[config.mk]
export PLATFORM = sky130hd
export DESIGN_NAME = cpld_uart_emu
export DESIGN_NICKNAME = d
export VERILOG_FILES = /design/src/rtl/cpld_uart_emu.sv
export SDC_FILE = /design/constraint.sdc
export NUM_CORES = 1
export LEC_CHECK = 0
export CORE_UTILIZATION = 50
export CTS_CLUSTER_SIZE = 25
export DETAILED_ROUTE_END_ITERATION = 12
export GPL_ROUTABILITY_DRIVEN = 0
export MAX_ROUTING_LAYER = met4
export PLACE_DENSITY = 0.69
export SYNTH_ARGS = -nofsm -noshare
export SYNTH_HDL_FRONTEND = slang
export SYNTH_SLANG_ARGS = --single-unit
[constraint.sdc]
create_clock -name clk -period 4.7 [get_ports clk]
set_input_delay 1.41 -clock clk [delete_from_list [all_inputs] [get_ports clk]]
set_output_delay 1.41 -clock clk [all_outputs]
set_load 0.01 [all_outputs]
[src/rtl/cpld_uart_emu.sv]
// Device-side stand-in for the CPLD serial controller: host strobes on one side, 8N1 txd/rxd on the other.
// Latency: write commit to start bit 2 cycles; rxd start edge to uart_dataready 3 + CLKS_PER_BIT/2 + 9*CLKS_PER_BIT cycles.
// Backpressure: uart_tbre=0 means writes are dropped; a byte received while the holding register is full is dropped and flagged.
module cpld_uart_emu #(
  parameter int CLKS_PER_BIT = 434
) (
  input  logic       clk,
  input  logic       rst,
  input  logic       uart_rdn,
  input  logic       uart_wrn,
  input  logic [7:0] data_i,
  output logic [7:0] data_o,
  output logic       data_oe,
  output logic       uart_dataready,
  output logic       uart_tbre,
  output logic       uart_tsre,
  output logic       txd,
  input  logic       rxd,
  output logic       rx_overrun
);

  // Bit-period counter width; counters run CLKS_PER_BIT-1 down to 0.
  localparam int CW = (CLKS_PER_BIT > 2) ? $clog2(CLKS_PER_BIT) : 1;
  localparam logic [CW-1:0] BIT_LAST  = CW'(CLKS_PER_BIT - 1);
  localparam logic [CW-1:0] HALF_LAST = CW'(CLKS_PER_BIT / 2 - 1);

  typedef enum logic [1:0] {
    TX_IDLE,
    TX_START,
    TX_DATA,
    TX_STOP
  } tx_state_t;

  typedef enum logic [1:0] {
    RX_IDLE,
    RX_START,
    RX_DATA,
    RX_STOP
  } rx_state_t;

  // Host strobe tracking
  logic       rdn_q;
  logic       wrn_q;
  logic [7:0] wr_dat;
  logic       wr_commit;
  logic       rd_done;

  // Transmit side
  tx_state_t       tx_state;
  logic [CW-1:0]   tx_cnt;
  logic [2:0]      tx_idx;
  logic [7:0]      tx_buf;
  logic [7:0]      tx_shift;

  // Receive side
  logic            rxd_s1;
  logic            rxd_s2;
  rx_state_t       rx_state;
  logic [CW-1:0]   rx_cnt;
  logic [2:0]      rx_idx;
  logic [7:0]      rx_shift;
  logic [7:0]      rx_hold;

  // A strobe "completes" on its rising edge: low last cycle, high now.
  assign wr_commit = uart_wrn & ~rdn_unused_guard(wrn_q);
  assign rd_done   = uart_rdn & ~rdn_q;

  // Identity helper keeps the edge expressions symmetric and readable.
  function automatic logic rdn_unused_guard(input logic v);
    return v;
  endfunction

  // Register strobes for edge detection and capture write data while the write strobe is low.
  always_ff @(posedge clk) begin
    if (rst) begin
      rdn_q  <= 1'b1;
      wrn_q  <= 1'b1;
      wr_dat <= 8'h00;
    end else begin
      rdn_q <= uart_rdn;
      wrn_q <= uart_wrn;
      if (!uart_wrn) begin
        wr_dat <= data_i;
      end
    end
  end

  // Transmit buffer plus TX FSM; uart_tbre doubles as the "buffer empty" flag.
  always_ff @(posedge clk) begin
    if (rst) begin
      tx_state  <= TX_IDLE;
      tx_cnt    <= '0;
      tx_idx    <= '0;
      tx_buf    <= 8'h00;
      tx_shift  <= 8'h00;
      txd       <= 1'b1;
      uart_tbre <= 1'b1;
      uart_tsre <= 1'b1;
    end else begin
      // Writes land only in an empty buffer; the FSM only drains a full one,
      // so these two never touch uart_tbre in the same cycle.
      if (wr_commit && uart_tbre) begin
        tx_buf    <= wr_dat;
        uart_tbre <= 1'b0;
      end

      case (tx_state)
        TX_IDLE: begin
          if (!uart_tbre) begin
            tx_shift  <= tx_buf;
            uart_tbre <= 1'b1;
            uart_tsre <= 1'b0;
            txd       <= 1'b0;
            tx_cnt    <= BIT_LAST;
            tx_idx    <= '0;
            tx_state  <= TX_START;
          end
        end

        TX_START: begin
          if (tx_cnt == '0) begin
            txd      <= tx_shift[0];
            tx_idx   <= '0;
            tx_cnt   <= BIT_LAST;
            tx_state <= TX_DATA;
          end else begin
            tx_cnt <= tx_cnt - 1'b1;
          end
        end

        TX_DATA: begin
          if (tx_cnt == '0) begin
            tx_cnt <= BIT_LAST;
            if (tx_idx == 3'd7) begin
              txd      <= 1'b1;
              tx_state <= TX_STOP;
            end else begin
              tx_idx <= tx_idx + 3'd1;
              txd    <= tx_shift[tx_idx + 3'd1];
            end
          end else begin
            tx_cnt <= tx_cnt - 1'b1;
          end
        end

        TX_STOP: begin
          if (tx_cnt == '0) begin
            if (!uart_tbre) begin
              // Next byte already waiting: chain straight into its start bit.
              tx_shift  <= tx_buf;
              uart_tbre <= 1'b1;
              txd       <= 1'b0;
              tx_cnt    <= BIT_LAST;
              tx_idx    <= '0;
              tx_state  <= TX_START;
            end else begin
              uart_tsre <= 1'b1;
              tx_state  <= TX_IDLE;
            end
          end else begin
            tx_cnt <= tx_cnt - 1'b1;
          end
        end

        default: begin
          tx_state <= TX_IDLE;
        end
      endcase
    end
  end

  // Two-flop synchronizer for the asynchronous serial input (idles high).
  always_ff @(posedge clk) begin
    if (rst) begin
      rxd_s1 <= 1'b1;
      rxd_s2 <= 1'b1;
    end else begin
      rxd_s1 <= rxd;
      rxd_s2 <= rxd_s1;
    end
  end

  // RX FSM with mid-bit sampling, holding register, dataready and sticky overrun.
  always_ff @(posedge clk) begin
    if (rst) begin
      rx_state       <= RX_IDLE;
      rx_cnt         <= '0;
      rx_idx         <= '0;
      rx_shift       <= 8'h00;
      rx_hold        <= 8'h00;
      uart_dataready <= 1'b0;
      rx_overrun     <= 1'b0;
    end else begin
      // A completed host read empties the holding register; a byte finishing
      // in the same cycle overrides this below and keeps dataready high.
      if (rd_done) begin
        uart_dataready <= 1'b0;
      end

      case (rx_state)
        RX_IDLE: begin
          if (!rxd_s2) begin
            rx_cnt   <= HALF_LAST;
            rx_idx   <= '0;
            rx_state <= RX_START;
          end
        end

        RX_START: begin
          if (rx_cnt == '0) begin
            if (!rxd_s2) begin
              rx_cnt   <= BIT_LAST;
              rx_idx   <= '0;
              rx_state <= RX_DATA;
            end else begin
              // Line went back high by mid start bit: treat as noise.
              rx_state <= RX_IDLE;
            end
          end else begin
            rx_cnt <= rx_cnt - 1'b1;
          end
        end

        RX_DATA: begin
          if (rx_cnt == '0) begin
            rx_shift[rx_idx] <= rxd_s2;
            rx_cnt           <= BIT_LAST;
            if (rx_idx == 3'd7) begin
              rx_state <= RX_STOP;
            end else begin
              rx_idx <= rx_idx + 3'd1;
            end
          end else begin
            rx_cnt <= rx_cnt - 1'b1;
          end
        end

        RX_STOP: begin
          if (rx_cnt == '0) begin
            rx_state <= RX_IDLE;
            // A low stop bit is a framing error and the byte is simply dropped.
            if (rxd_s2) begin
              if (!uart_dataready || rd_done) begin
                rx_hold        <= rx_shift;
                uart_dataready <= 1'b1;
              end else begin
                rx_overrun <= 1'b1;
              end
            end
          end else begin
            rx_cnt <= rx_cnt - 1'b1;
          end
        end

        default: begin
          rx_state <= RX_IDLE;
        end
      endcase
    end
  end

  // Bus drive follows the read strobe one cycle later; data is zero when not driving.
  always_ff @(posedge clk) begin
    if (rst) begin
      data_oe <= 1'b0;
      data_o  <= 8'h00;
    end else begin
      data_oe <= ~uart_rdn;
      data_o  <= uart_rdn ? 8'h00 : rx_hold;
    end
  end

endmodule
# Word level (Yosys, flattened, before mapping)

Index checks and enable logic that the tools add are counted.

$add $sub $neg: 4
Order comparisons: 3
Equal/unequal tests: 23
Multiplexer cells: 62
Bitwise logic cells: 6
Reductions and logical operators: 23

Operator list:

| kind                                                        | count |
|---|---|
| two-way mux 9 bit                                           | 8 |
| one-hot mux 9 bit (4 select lines)                          | 1 |
| inequality test 2 bit (second input constant)               | 14 |
| two-way mux 3 bit                                           | 9 |
| one-hot mux 9 bit (3 select lines)                          | 1 |
| two-way mux 2 bit                                           | 11 |
| AND reduction 4 bit                                         | 5 |
| two-way mux 1 bit                                           | 19 |
| zero test 9 bit                                             | 2 |
| subtractor 9 x 1 -> 9 bit (second input constant)           | 2 |
| two-way mux 8 bit                                           | 2 |
| one-hot mux 2 bit (4 select lines)                          | 2 |
| one-hot mux 8 bit (2 select lines)                          | 1 |
| one-hot mux 3 bit (4 select lines)                          | 1 |
| AND reduction 5 bit                                         | 2 |
| one-hot mux 3 bit (3 select lines)                          | 1 |
| bitwise mux 8 bit                                           | 1 |
| equality test 2 bit (second input constant)                 | 4 |
| less-than comparator 3 x 4 -> 1 bit (second input constant) | 2 |
| adder 3 x 1 -> 3 bit (second input constant)                | 2 |
| equality test 3 bit (second input constant)                 | 2 |
| AND reduction 3 bit                                         | 2 |
| equality test 2 x 1 -> 1 bit (second input constant)        | 2 |
| zero test 2 bit                                             | 2 |
| other kinds (15)                                            | 23 |

Register bits: 86
Bits of input ports: 13
Output and inout port bits: 14

# Depth between registers and ports, before layout

Word-level depth: 7
Mapped depth: 8

# Least setup slack after synthesis

No wires, ideal clock.

Path type: input to register
Start: in uart_wrn
End: reg tx_buf[3]
Library setup time: 128 ps
Data arrival time: 2455 ps
Slack: 2118 ps
Stages on the path: 5
Buffers on the path: 2
Path through: clkbuf_1 nand3b_1 clkbuf_1 mux2i_1 nor2_1

Longest elaborated chain between the ends: 2

Ends and longest elaborated chain:

| element              | line | source |
|---|---|---|
| from (decl)          | 10   | `input logic uart_wrn,` |
| bitwise AND 1 bit    | 65   | `assign wr_commit = uart_wrn & ~rdn_unused_guard(wrn_q);` |
| logical AND 1 bit    | 102  | `if (wr_commit && uart_tbre) begin` |
| to (signal assigned) | 103  | `tx_buf <= wr_dat;` |
| to (decl)            | 52   | `logic [7:0] tx_buf;` |

No other way between the ends.
A chain may end at the register's enable or synchronous reset.

# Worst setup path in the final report

Start: reg uart_tbre
End: out uart_tbre

RTL lines:

| element                | line | source |
|---|---|---|
| from (decl)            | 15   | `output logic uart_tbre,` |
| from (signal assigned) | 97   | `uart_tbre <= 1'b1;` |
| from (signal assigned) | 104  | `uart_tbre <= 1'b0;` |
| from (signal assigned) | 111  | `uart_tbre <= 1'b1;` |

No word-level cell between the ends.

==> summary.md <==
| Metric | Value |
|---|---|
| Clk sinks | 86 |
| # IOs | 27 |
| # setup viols final | 0 |
| Most common cell in the synthesized netlist | dfxtp_1 |
| Worst Hold Path Cells | 1 |
| Synth area leaders | dfxtp_1 42%, mux2i_1 8.0%, nor2_1 5.2% |
| CTS H-tree lvls | 3 |
| Critical path's largest stage delay | 630 ps |
| Maximum clock rate | 331 MHz |
| Vias in the first global route | 3,261 |
| Crit-path cells | clkdlybuf4s50_1 |
| Relative slew slack | 0.387 |
| Cell Area, Synth | 4140 um2 |
| Worst-margin pin slew | 911 ps |
| R2R setup slack | 2040 ps |
| Max-cap violations | 0 |
| Post-DP HPWL | 6.02 mm |
| Synth area leader | dfxtp_1 |
| Initial Utilization | 0.527 |
| CTS buffer count | 9 |
| CP delay by family, top | flip-flops |
| Row count | 32 |
| Layout area overhead | 12.3% |
| Worst EP required | 3290 ps |
| CP bufs+invs | 1 |
| Async S/R FF share, synth | 0 |
| Antenna violations before repair | 0 |
| Final worst path period need | 3020 ps |
| Outcome | complete, no violations |
| Syn avg cell area | 8.86 um2 |
| Footprint of the multi-input gates | 2230 um2 |
| Pin count of the biggest net entering global routing | 49 |
| Hold Slack | 415 ps |
| RSZ-0062 raised after global routing | false |
| Detailed Route Iter0 Violations | 210 |
| Crit-path max FO | 12 |
| Clock Skew | 13.2 ps |
| Vias | 3,456 |
| Post-Route WL | 8.77 mm |
| Core ar. | 7850 um2 |
| Sequential-to-total area share from yosys stat | 0.416 |
| First-pass GRT wire length | 15.3 mm |
| Post-Syn Instances | 467 |
| Crit path DAT | 1610 ps |
| Pwr/cell area | 512 nW/um2 |
| Clk buf depth | 2 |
| Die Wd | 93.0 um |
| Post-synth EDFFs | 0 |
| Global route overflow | 0 |
| Clk_lat worst skew | 360 ps |
| Diode count | 0 |
| Die area | 8640 um2 |
| Critical R2R Launch | rx_cnt[0]$_SDFFE_PP0P_ |
| Post-CTS setup buffer count | 0 |
| Wire per inst | 15.0 um |
| Detailed Routing Iterations Pass 1 | 5 |
| CTS tree | built |
| Worst vdd ir | 227 uV |
| Root buffer cell | clkbuf_8 |
| Worst hold path class | reg -> reg |
| Reg area | 1720 um2 |
| Post-CTS sizing | 0 |
| Area share of the largest cell type after synthesis | 0.416 |
| Hold_buf cts | 0 |
| Synth cell types | 61 |
| Commonest cells in the netlist | 86 x dfxtp_1, 57 x nor2_1, 35 x a21oi_1 |
| Port Buffers | 26 |
| Slowest cell on crit path | dfxtp_1 |
| Remaining antenna violation count | 0 |
| Min-delay src | rxd_s1$_SDFF_PP1_ |
| Fin crit share | 0.643 |
| Hold Path Sink | rxd_s2$_SDFF_PP1_ |
| Crit start category | flop |
| Final hold vios | 0 |
| Post-synth top flop | dfxtp_1 |
| NumNets Final | 505 |
| Fillers | 725 |
| Synth warnings | 0 |
| CP endpoint kind | primary output |
| Leak Pwr | 1.75 nW |
| Die height | 93.0 um |
| GRT Util Overall | 0.228 |
| Drc violations | 0 |
| Yosys reg bits | 86 |
| Share of cells above drive strength 1 | 0.0685 |
| Vias per inst | 5.92 |
| Clock transition at path regs | 80 ps |
| R2R Path End | rx_hold[4]$_SDFFE_PP0P_ |
| Crit Path Class | reg -> out |
| Net Count, Synth | 495 |
| Reg2Reg Depth | 6 |
| Final slew viol count | 0 |
| Total negative slack | 0 ps |
[kinds of logic after synthesis]
| group | synth area share |
|---|---|
| multiplexers | 0.0935 |
| flip-flops | 0.416 |
| AO/OA/AOI/OAI | 0.194 |
| XOR/XNOR | 0.00212 |
| adder cells (fa/ha/maj) | 0.0454 |
| AND/OR/NAND/NOR | 0.205 |
| buffers and inverters | 0.0439 |
[worst max-delay path by stage]
| stage | slack, ps | start | to | depth (start not counted) |
|---|---|---|---|---|
| floorplan | 2120 | uart_wrn | tx_buf[3]$_SDFFE_PP0P_ | 5 |
| global placement | 1480 | uart_rdn | rx_hold[5]$_SDFFE_PP0P_ | 5 |
| detailed placement | 1430 | uart_rdn | rx_hold[4]$_SDFFE_PP0P_ | 5 |
| CTS | 1670 | uart_tbre$_SDFF_PP1_ | uart_tbre | 1 |
| global route | 1600 | uart_tbre$_SDFF_PP1_ | uart_tbre | 1 |
| finish | 1680 | uart_tbre$_SDFF_PP1_ | uart_tbre | 1 |
[final cells by class]
type | instances | share of cell area
timing repair buffer | 28 | 0.0582
multi-input combinational | 333 | 0.481
clock buffer | 10 | 0.0275
inverter | 19 | 0.0154
sequential | 86 | 0.371
tap | 102 | 0.0275
clock inverter | 6 | 0.0199
[metrics by stage]
step	utilization	std cells	power, mW	setup WS (ps)	area [um2]
2_1_floorplan	-	467	1.57	2120	4140
3_3_place_gp	0.564	568	1.78	1480	4420
3_5_place_dp	0.564	568	1.79	1430	4420
4_1_cts	0.592	584	2.37	1670	4640
5_1_grt	0.592	584	2.54	1600	4640
6_report	0.592	584	2.38	1680	4640
[cells in the final DEF (no fill, tap or decap), drive strengths merged, types with 6 or more instances in the layout]
cell / n
nand4: 6
inv: 20
nand2: 10
a31oi: 9
and2: 11
nand2b: 6
nor4: 12
nand3: 14
clkdlybuf4s50: 25
or3: 8
a21oi: 35
o21ai: 25
nor2: 57
o211ai: 7
ha: 15
mux2i: 33
clkbuf: 10
nor3: 7
dfxtp: 86
[flip-flops by register name, summed over array words and instances, names as in the netlist, 2 cells and up, named ones only]
| name | flops |
|---|---|
| data_o | 8 |
| rx_idx | 3 |
| rx_hold | 8 |
| tx_buf | 8 |
| rx_shift | 8 |
| tx_state | 2 |
| tx_cnt | 9 |
| tx_shift | 8 |
| wr_dat | 8 |
| tx_idx | 3 |
| rx_cnt | 9 |
[metal layers]
metal | up-vias | track usage | share of wire | wire length, um
li1 | 1742 | - | - | -
met1 | 1611 | 0.315 | 0.50 | 4400
met2 | 96 | 0.333 | 0.44 | 3850
met3 | 7 | 0.0517 | 0.048 | 424
met4 | 0 | 0.0628 | 0.0098 | 86
met5 | - | - | 0 | 0
[power by group]
part           switching, mW  leakage [nW]  internal, mW
clock                  0.273         0.104         0.303
combinational          0.579         0.944         0.327
sequential             0.100         0.699         0.797
(Power assumes the default switching activity.)
